[config.mk]
export PLATFORM = sky130hd
export DESIGN_NAME = dmem_arbiter_flat
export DESIGN_NICKNAME = d
export VERILOG_FILES = /design/src/rtl/dmem_arb_pkg.sv /design/src/rtl/dmem_arbiter_if.sv /design/src/rtl/dmem_arb_starve_ctr.sv /design/src/rtl/dmem_arbiter.sv /design/src/flat_wrapper.sv
export SDC_FILE = /design/constraint.sdc
export NUM_CORES = 1
export LEC_CHECK = 0
export CAP_MARGIN = 0
export CORE_AREA = 2 2 94 96
export CTS_CLUSTER_DIAMETER = 200
export DETAILED_ROUTE_END_ITERATION = 8
export DIE_AREA = 0 0 96 98
export PLACE_DENSITY = 0.62
export SYNTH_ARGS = -nofsm -noshare
export SYNTH_HDL_FRONTEND = slang
export SYNTH_SLANG_ARGS = --single-unit
[constraint.sdc]
create_clock -name clk -period 1.12 [get_ports clk]
set_input_delay 0.112 -clock clk [delete_from_list [all_inputs] [get_ports clk]]
set_output_delay 0.112 -clock clk [all_outputs]
set_load 0.03 [all_outputs]
[src/rtl/dmem_arb_pkg.sv]
// Shared types and sizes for the data-memory arbiter.
// Read-response owner encoding and default bus widths.
package dmem_arb_pkg;

  localparam int DMEM_ADDR_W = 10;
  localparam int DMEM_DATA_W = 32;

  typedef enum logic [1:0] {
    OWN_NONE = 2'd0,
    OWN_CPU  = 2'd1,
    OWN_DBG  = 2'd2
  } owner_t;

endpackage

[src/rtl/dmem_arbiter_if.sv]
// CPU, DBG and memory-side signals of the data-memory arbiter.
// slave: arbiter view; master: LSU/DBG/memory environment view.
interface dmem_arbiter_if
  import dmem_arb_pkg::*;
#(
  parameter int ADDR_W = DMEM_ADDR_W,
  parameter int DATA_W = DMEM_DATA_W
);

  logic              cpu_req;
  logic              cpu_we;
  logic [3:0]        cpu_be;
  logic [ADDR_W-1:0] cpu_addr;
  logic [DATA_W-1:0] cpu_wdata;
  logic              cpu_gnt;
  logic              cpu_rvalid;
  logic [DATA_W-1:0] cpu_rdata;

  logic              dbg_req;
  logic              dbg_we;
  logic [3:0]        dbg_be;
  logic [ADDR_W-1:0] dbg_addr;
  logic [DATA_W-1:0] dbg_wdata;
  logic              dbg_gnt;
  logic              dbg_rvalid;
  logic [DATA_W-1:0] dbg_rdata;

  logic [3:0]        mem_we;
  logic [ADDR_W-1:0] mem_addr;
  logic [DATA_W-1:0] mem_wdata;
  logic [DATA_W-1:0] mem_rdata;

  modport slave (
    input  cpu_req, cpu_we, cpu_be,
    input  cpu_addr, cpu_wdata,
    output cpu_gnt, cpu_rvalid, cpu_rdata,
    input  dbg_req, dbg_we, dbg_be,
    input  dbg_addr, dbg_wdata,
    output dbg_gnt, dbg_rvalid, dbg_rdata,
    output mem_we, mem_addr, mem_wdata,
    input  mem_rdata
  );

  modport master (
    output cpu_req, cpu_we, cpu_be,
    output cpu_addr, cpu_wdata,
    input  cpu_gnt, cpu_rvalid, cpu_rdata,
    output dbg_req, dbg_we, dbg_be,
    output dbg_addr, dbg_wdata,
    input  dbg_gnt, dbg_rvalid, dbg_rdata,
    input  mem_we, mem_addr, mem_wdata,
    output mem_rdata
  );

endinterface

[src/rtl/dmem_arb_starve_ctr.sv]
// Saturating DBG wait counter; at_max flags a starved DBG.
// Only built when DMEM_ARB_STARVE_EN is defined.
module dmem_arb_starve_ctr #(
  parameter int MAX = 8
) (
  input  logic clk,
  input  logic reset_n,
  input  logic inc,
  input  logic clr,
  output logic at_max
);

  localparam int W = $clog2(MAX + 1);
  localparam logic [W-1:0] MAXV = W'(MAX);

  logic [W-1:0] cnt;

  // clear wins; otherwise count up and stick at MAX
  always_ff @(posedge clk) begin
    if (!reset_n) begin
      cnt <= '0;
    end else if (clr) begin
      cnt <= '0;
    end else if (inc && cnt != MAXV) begin
      cnt <= cnt + W'(1);
    end
  end

  assign at_max = (cnt == MAXV);

endmodule

[src/rtl/dmem_arbiter.sv]
// CPU/DBG arbiter and read-response router for the data BRAM.
// DMEM_ARB_STARVE_EN: bound DBG starvation with a wait counter.
module dmem_arbiter
  import dmem_arb_pkg::*;
#(
  parameter int ADDR_W   = DMEM_ADDR_W,
  parameter int DATA_W   = DMEM_DATA_W,
  parameter int MAX_WAIT = 8
) (
  input logic           clk,
  input logic           reset_n,
  dmem_arbiter_if.slave bus
);

  logic   force_dbg;
  logic   cpu_gnt;
  logic   dbg_gnt;
  owner_t resp_own;
  owner_t own_nxt;

  logic [3:0]        we_sel;
  logic [ADDR_W-1:0] addr_sel;
  logic [DATA_W-1:0] wdata_sel;

`ifdef DMEM_ARB_STARVE_EN
  logic at_max;

  dmem_arb_starve_ctr #(
    .MAX (MAX_WAIT)
  ) u_starve_ctr (
    .clk     (clk),
    .reset_n (reset_n),
    .inc     (bus.dbg_req & ~dbg_gnt),
    .clr     (~bus.dbg_req | dbg_gnt),
    .at_max  (at_max)
  );

  assign force_dbg = at_max & bus.dbg_req;
`else
  localparam int unused_max_wait = MAX_WAIT;

  assign force_dbg = 1'b0;
`endif

  assign cpu_gnt = reset_n & bus.cpu_req
                 & ~force_dbg;
  assign dbg_gnt = reset_n & bus.dbg_req
                 & (force_dbg | ~bus.cpu_req);

  // steer the granted master onto the memory port
  always_comb begin
    we_sel    = 4'b0000;
    addr_sel  = bus.cpu_addr;
    wdata_sel = bus.cpu_wdata;
    unique case (1'b1)
      cpu_gnt: begin
        we_sel = bus.cpu_we ? bus.cpu_be
                            : 4'b0000;
      end
      dbg_gnt: begin
        we_sel    = bus.dbg_we ? bus.dbg_be
                               : 4'b0000;
        addr_sel  = bus.dbg_addr;
        wdata_sel = bus.dbg_wdata;
      end
      default: ;
    endcase
  end

  // owner of the read returning next cycle
  always_comb begin
    own_nxt = OWN_NONE;
    unique case (1'b1)
      cpu_gnt: begin
        if (!bus.cpu_we) own_nxt = OWN_CPU;
      end
      dbg_gnt: begin
        if (!bus.dbg_we) own_nxt = OWN_DBG;
      end
      default: ;
    endcase
  end

  // response owner register
  always_ff @(posedge clk) begin
    if (!reset_n) begin
      resp_own <= OWN_NONE;
    end else begin
      resp_own <= own_nxt;
    end
  end

  assign bus.cpu_gnt   = cpu_gnt;
  assign bus.dbg_gnt   = dbg_gnt;
  assign bus.mem_we    = we_sel;
  assign bus.mem_addr  = addr_sel;
  assign bus.mem_wdata = wdata_sel;

  // a read in flight when reset hits is dropped
  assign bus.cpu_rvalid = reset_n
                        & (resp_own == OWN_CPU);
  assign bus.dbg_rvalid = reset_n
                        & (resp_own == OWN_DBG);
  assign bus.cpu_rdata  = bus.mem_rdata;
  assign bus.dbg_rdata  = bus.mem_rdata;

endmodule

[src/flat_wrapper.sv]
// flat-port wrapper written by rule: the top's interface ports become plain ports
module dmem_arbiter_flat import dmem_arb_pkg::*;
#(
  parameter int ADDR_W   = DMEM_ADDR_W,
  parameter int DATA_W   = DMEM_DATA_W,
  parameter int MAX_WAIT = 8
)
  (clk, reset_n, bus_cpu_req, bus_cpu_we, bus_cpu_be, bus_cpu_addr, bus_cpu_wdata, bus_cpu_gnt, bus_cpu_rvalid, bus_cpu_rdata, bus_dbg_req, bus_dbg_we, bus_dbg_be, bus_dbg_addr, bus_dbg_wdata, bus_dbg_gnt, bus_dbg_rvalid, bus_dbg_rdata, bus_mem_we, bus_mem_addr, bus_mem_wdata, bus_mem_rdata);
  dmem_arbiter_if #(.ADDR_W(ADDR_W), .DATA_W(DATA_W)) bus_i ();
  input logic clk;
  input logic reset_n;
  input wire logic [$bits(bus_i.cpu_req)-1:0] bus_cpu_req;
  input wire logic [$bits(bus_i.cpu_we)-1:0] bus_cpu_we;
  input wire logic [$bits(bus_i.cpu_be)-1:0] bus_cpu_be;
  input wire logic [$bits(bus_i.cpu_addr)-1:0] bus_cpu_addr;
  input wire logic [$bits(bus_i.cpu_wdata)-1:0] bus_cpu_wdata;
  output wire logic [$bits(bus_i.cpu_gnt)-1:0] bus_cpu_gnt;
  output wire logic [$bits(bus_i.cpu_rvalid)-1:0] bus_cpu_rvalid;
  output wire logic [$bits(bus_i.cpu_rdata)-1:0] bus_cpu_rdata;
  input wire logic [$bits(bus_i.dbg_req)-1:0] bus_dbg_req;
  input wire logic [$bits(bus_i.dbg_we)-1:0] bus_dbg_we;
  input wire logic [$bits(bus_i.dbg_be)-1:0] bus_dbg_be;
  input wire logic [$bits(bus_i.dbg_addr)-1:0] bus_dbg_addr;
  input wire logic [$bits(bus_i.dbg_wdata)-1:0] bus_dbg_wdata;
  output wire logic [$bits(bus_i.dbg_gnt)-1:0] bus_dbg_gnt;
  output wire logic [$bits(bus_i.dbg_rvalid)-1:0] bus_dbg_rvalid;
  output wire logic [$bits(bus_i.dbg_rdata)-1:0] bus_dbg_rdata;
  output wire logic [$bits(bus_i.mem_we)-1:0] bus_mem_we;
  output wire logic [$bits(bus_i.mem_addr)-1:0] bus_mem_addr;
  output wire logic [$bits(bus_i.mem_wdata)-1:0] bus_mem_wdata;
  input wire logic [$bits(bus_i.mem_rdata)-1:0] bus_mem_rdata;
  assign bus_i.cpu_req = bus_cpu_req;
  assign bus_i.cpu_we = bus_cpu_we;
  assign bus_i.cpu_be = bus_cpu_be;
  assign bus_i.cpu_addr = bus_cpu_addr;
  assign bus_i.cpu_wdata = bus_cpu_wdata;
  assign bus_cpu_gnt = bus_i.cpu_gnt;
  assign bus_cpu_rvalid = bus_i.cpu_rvalid;
  assign bus_cpu_rdata = bus_i.cpu_rdata;
  assign bus_i.dbg_req = bus_dbg_req;
  assign bus_i.dbg_we = bus_dbg_we;
  assign bus_i.dbg_be = bus_dbg_be;
  assign bus_i.dbg_addr = bus_dbg_addr;
  assign bus_i.dbg_wdata = bus_dbg_wdata;
  assign bus_dbg_gnt = bus_i.dbg_gnt;
  assign bus_dbg_rvalid = bus_i.dbg_rvalid;
  assign bus_dbg_rdata = bus_i.dbg_rdata;
  assign bus_mem_we = bus_i.mem_we;
  assign bus_mem_addr = bus_i.mem_addr;
  assign bus_mem_wdata = bus_i.mem_wdata;
  assign bus_i.mem_rdata = bus_mem_rdata;
  dmem_arbiter #(.ADDR_W(ADDR_W), .DATA_W(DATA_W), .MAX_WAIT(MAX_WAIT)) u_core (.clk(clk), .reset_n(reset_n), .bus(bus_i));
endmodule
==> impl_metrics.json <==
{
  "die_area_mm2": 0.00941,
  "async_reset_ff_share_pct": 0,
  "fillers": 868,
  "cts_root_buf": "sky130_fd_sc_hd__clkbuf_8",
  "fin_crit_sh_pct": 116,
  "yosys_warnings": 0,
  "synth.yosys.seq_area_share_pct": 3.11,
  "grt_antenna_before_repair": 0,
  "worst-path-stages": 6,
  "hold_viol_final": 0,
  "port-buffer-count": 147,
  "top_register": "u_core.resp_own",
  "via_count": 1238,
  "fp.dieW_um": 96,
  "failed_checks": "negative setup slack",
  "synthMostInstantiatedCell": "sky130_fd_sc_hd__buf_4",
  "syn_inst": 125,
  "grt_overflow": 0,
  "total_power_mw": 1.53,
  "pwrdens_mw_per_mm2": 566,
  "share_clk_of_total_power_pct": 17.9,
  "detailedRoute.firstPassIterationCount": 4,
  "synth-edff-count": 0,
  "p_sw_share_pct": 33.2,
  "yosysTopAreaCellShare_pct": 45.5,
  "number_of_global_route_vias_before_repair": 1319,
  "worst_setup_path_end_kind": "output port",
  "pwr-share-seq_pct": 4.9,
  "global_route_wire_length_before_repair_um": 6360,
  "worstPathRequired_ns": 1.01,
  "netSwitchingPower_mw": 0.508,
  "num-nets-final": 362,
  "area.growth.synth_to_final_pct": 110,
  "routed_wl_um": 4620,
  "worst_ep_arrival_time_ns": 1.19,
  "drt-initial-drc-count": 9,
  "p_leak_nw": 1.31,
  "hpwl_um": 3880,
  "post_drt_wl_per_cell_um": 13.7,
  "criticalPathCategory": "in -> out",
  "synth_cell_type_count": 14,
  "max_cap_viol_count": 0,
  "maximum_number_of_pins_on_one_net_before_global_route_repair": 10,
  "clock.fmax_ghz": 0.770,
  "vdd_drop_max_mv": 0.205,
  "viasPerCell": 3.66,
  "pin_count": 244,
  "crit_path_start": "bus_cpu_req",
  "core_area_mm2": 0.00847,
  "internal_power_mw": 1.02,
  "launching_element_type_of_the_critical_path": "input pin",
  "timing.hold.worst.class": "in -> out",
  "critical_path.slowest_cell": "sky130_fd_sc_hd__mux2_2",
  "finalSetupViolations": 46,
  "tightest_slew_ns": 0.208,
  "largest_register_ffs": 2,
  "slew_violations": 0,
  "floorplan.initialDensity_pct": 15.2,
  "ys_seq_elements": 2,
  "cp_num_buf_inv": 4,
  "ys_top_cells_by_area": "sky130_fd_sc_hd__mux2_4 (45%), sky130_fd_sc_hd__buf_4 (37%), sky130_fd_sc_hd__buf_6 (3.5%)",
  "min_from": "bus_mem_rdata[30]",
  "preCtsSetupSlack_ns": -0.906,
  "grt_use_total_pct": 8.71,
  "post_synth_most_frequent_cells": "sky130_fd_sc_hd__buf_4 (64), sky130_fd_sc_hd__mux2_4 (39), sky130_fd_sc_hd__a32o_1 (4), sky130_fd_sc_hd__buf_6 (4), sky130_fd_sc_hd__mux2_2 (3)",
  "chipHeight_um": 98,
  "detail-route-antenna-nets": 0,
  "postLayoutSetupSlackWorst_ns": -0.179,
  "std_cell_rows": 34,
  "synth_nets": 255,
  "clock_tree.buffer_depth": 2,
  "cts_sinks": 2,
  "synth_area_per_cell_um2": 10.3,
  "biggestRegsByFlops": "u_core.resp_own: 2 flops",
  "crit_fanout": 9,
  "grt_setup_unrepaired": "true",
  "most_used_dff_post_synth": "sky130_fd_sc_hd__dfxtp_1",
  "min_period_ns": 1.30,
  "holdBufCountCts": 0,
  "crit_family": "buffers and inverters",
  "antenna_fix_cells": 0,
  "tritoncts": "done",
  "tritoncts.num_buffers": 3,
  "share_comb_of_total_power_pct": 77.1,
  "cp_cell_sequence": "buf_6 -> nand3b_4 -> buf_12 -> buf_6 -> mux2_2 -> buf_12",
  "layout_cell_share_with_drive_strength_beyond_1_pct": 55.2,
  "slew_headroom_pct": 86.2,
  "cp_slowest_stage_delay_ns": 0.30,
  "place_congestion": 0.692,
  "status": "finished, violations left",
  "synth.largest_area_cell": "sky130_fd_sc_hd__mux2_4",
  "hold-path-cell-count": 0,
  "syn_area_mm2": 0.00129,
  "post-route-drc-count": 0,
  "clock_tree.htree_level_count": 1
}
-- layout by cell type, fill, tap and decap left out, drive strengths merged --
cell type	count
nand3b	1
dfxtp	2
and2	1
nor2	2
buf	76
a32o	4
inv	1
clkdlybuf4s50	92
and3b	1
and3	1
mux2	42
dlygate4sd2	2
clkbuf	3
nor2b	1
nand2	1
-- layer usage --
metal | share of wire (%) | routed length, um | vias up | track usage (%)
met4 | 1.9 | 89 | 0 | 2.97
met5 | 0 | 0 | - | 0
met2 | 48 | 2220 | 104 | 15.8
met3 | 17 | 774 | 12 | 3.32
met1 | 33 | 1530 | 549 | 8.95
li1 | - | - | 573 | -
-- metrics by stage --
| step | utilization [%] | setup TNS (ns) | hold WS (ns) | instance area (um2) | std cells |
|---|---|---|---|---|---|
| global placement | 29.0 | -35.90 | 0.224 | 2460 | 321 |
| finish | 32.0 | -4.96 | 0.224 | 2710 | 338 |
| CTS | 32.1 | -7.63 | 0.219 | 2720 | 339 |
| floorplan | - | 0 | 0.184 | 1290 | 125 |
| detailed placement | 29.0 | -37.06 | 0.224 | 2460 | 321 |
| global route | 32.0 | -6.67 | 0.224 | 2710 | 338 |
-- layout make-up --
type | count | area (um2) | share of cell area, %
clock buffers | 3 | 41.3 | 1.53
inverters | 1 | 8.76 | 0.324
multi-input cells | 54 | 731 | 27.0
flip-flops and latches | 2 | 40.0 | 1.48
well taps | 108 | 135 | 5.00
repair buffers | 170 | 1750 | 64.7
-- path summary, 6_finish.rpt --
kind / end / slack (ns)
setup / recovery: bus_mem_addr[0] / -0.18
hold / removal: bus_cpu_rdata[30] / 0.22
-- power by group through the flow --
stage | Combinational [mW] | Sequential [mW] | Clock (mW)
floorplan | 0.920 | 0.0759 | 0
global placement | 1.11 | 0.0760 | 0
detailed placement | 1.11 | 0.0762 | 0
CTS | 1.20 | 0.0754 | 0.282
global route | 1.25 | 0.0755 | 0.295
finish | 1.18 | 0.0754 | 0.275
-- timing repair --
item                                   in CTS  in global routing
endpoints found under the hold margin       0                  0
pin swaps                                   2                  0
buffers inserted                           14                  2
setup endpoints to repair                  50                 47
cloned                                      1                  0
resized for setup                         257                 14
-- logic make-up (layout without fill, tap and decap cells) --
family	Yosys count	after routing	synth area share [%]
simple gates	8	8	4.57
buf+inv	69	174	41.1
mux	42	42	48.1
compound gates	4	4	3.11
flops	2	2	3.11
(Power assumes the default switching activity.)
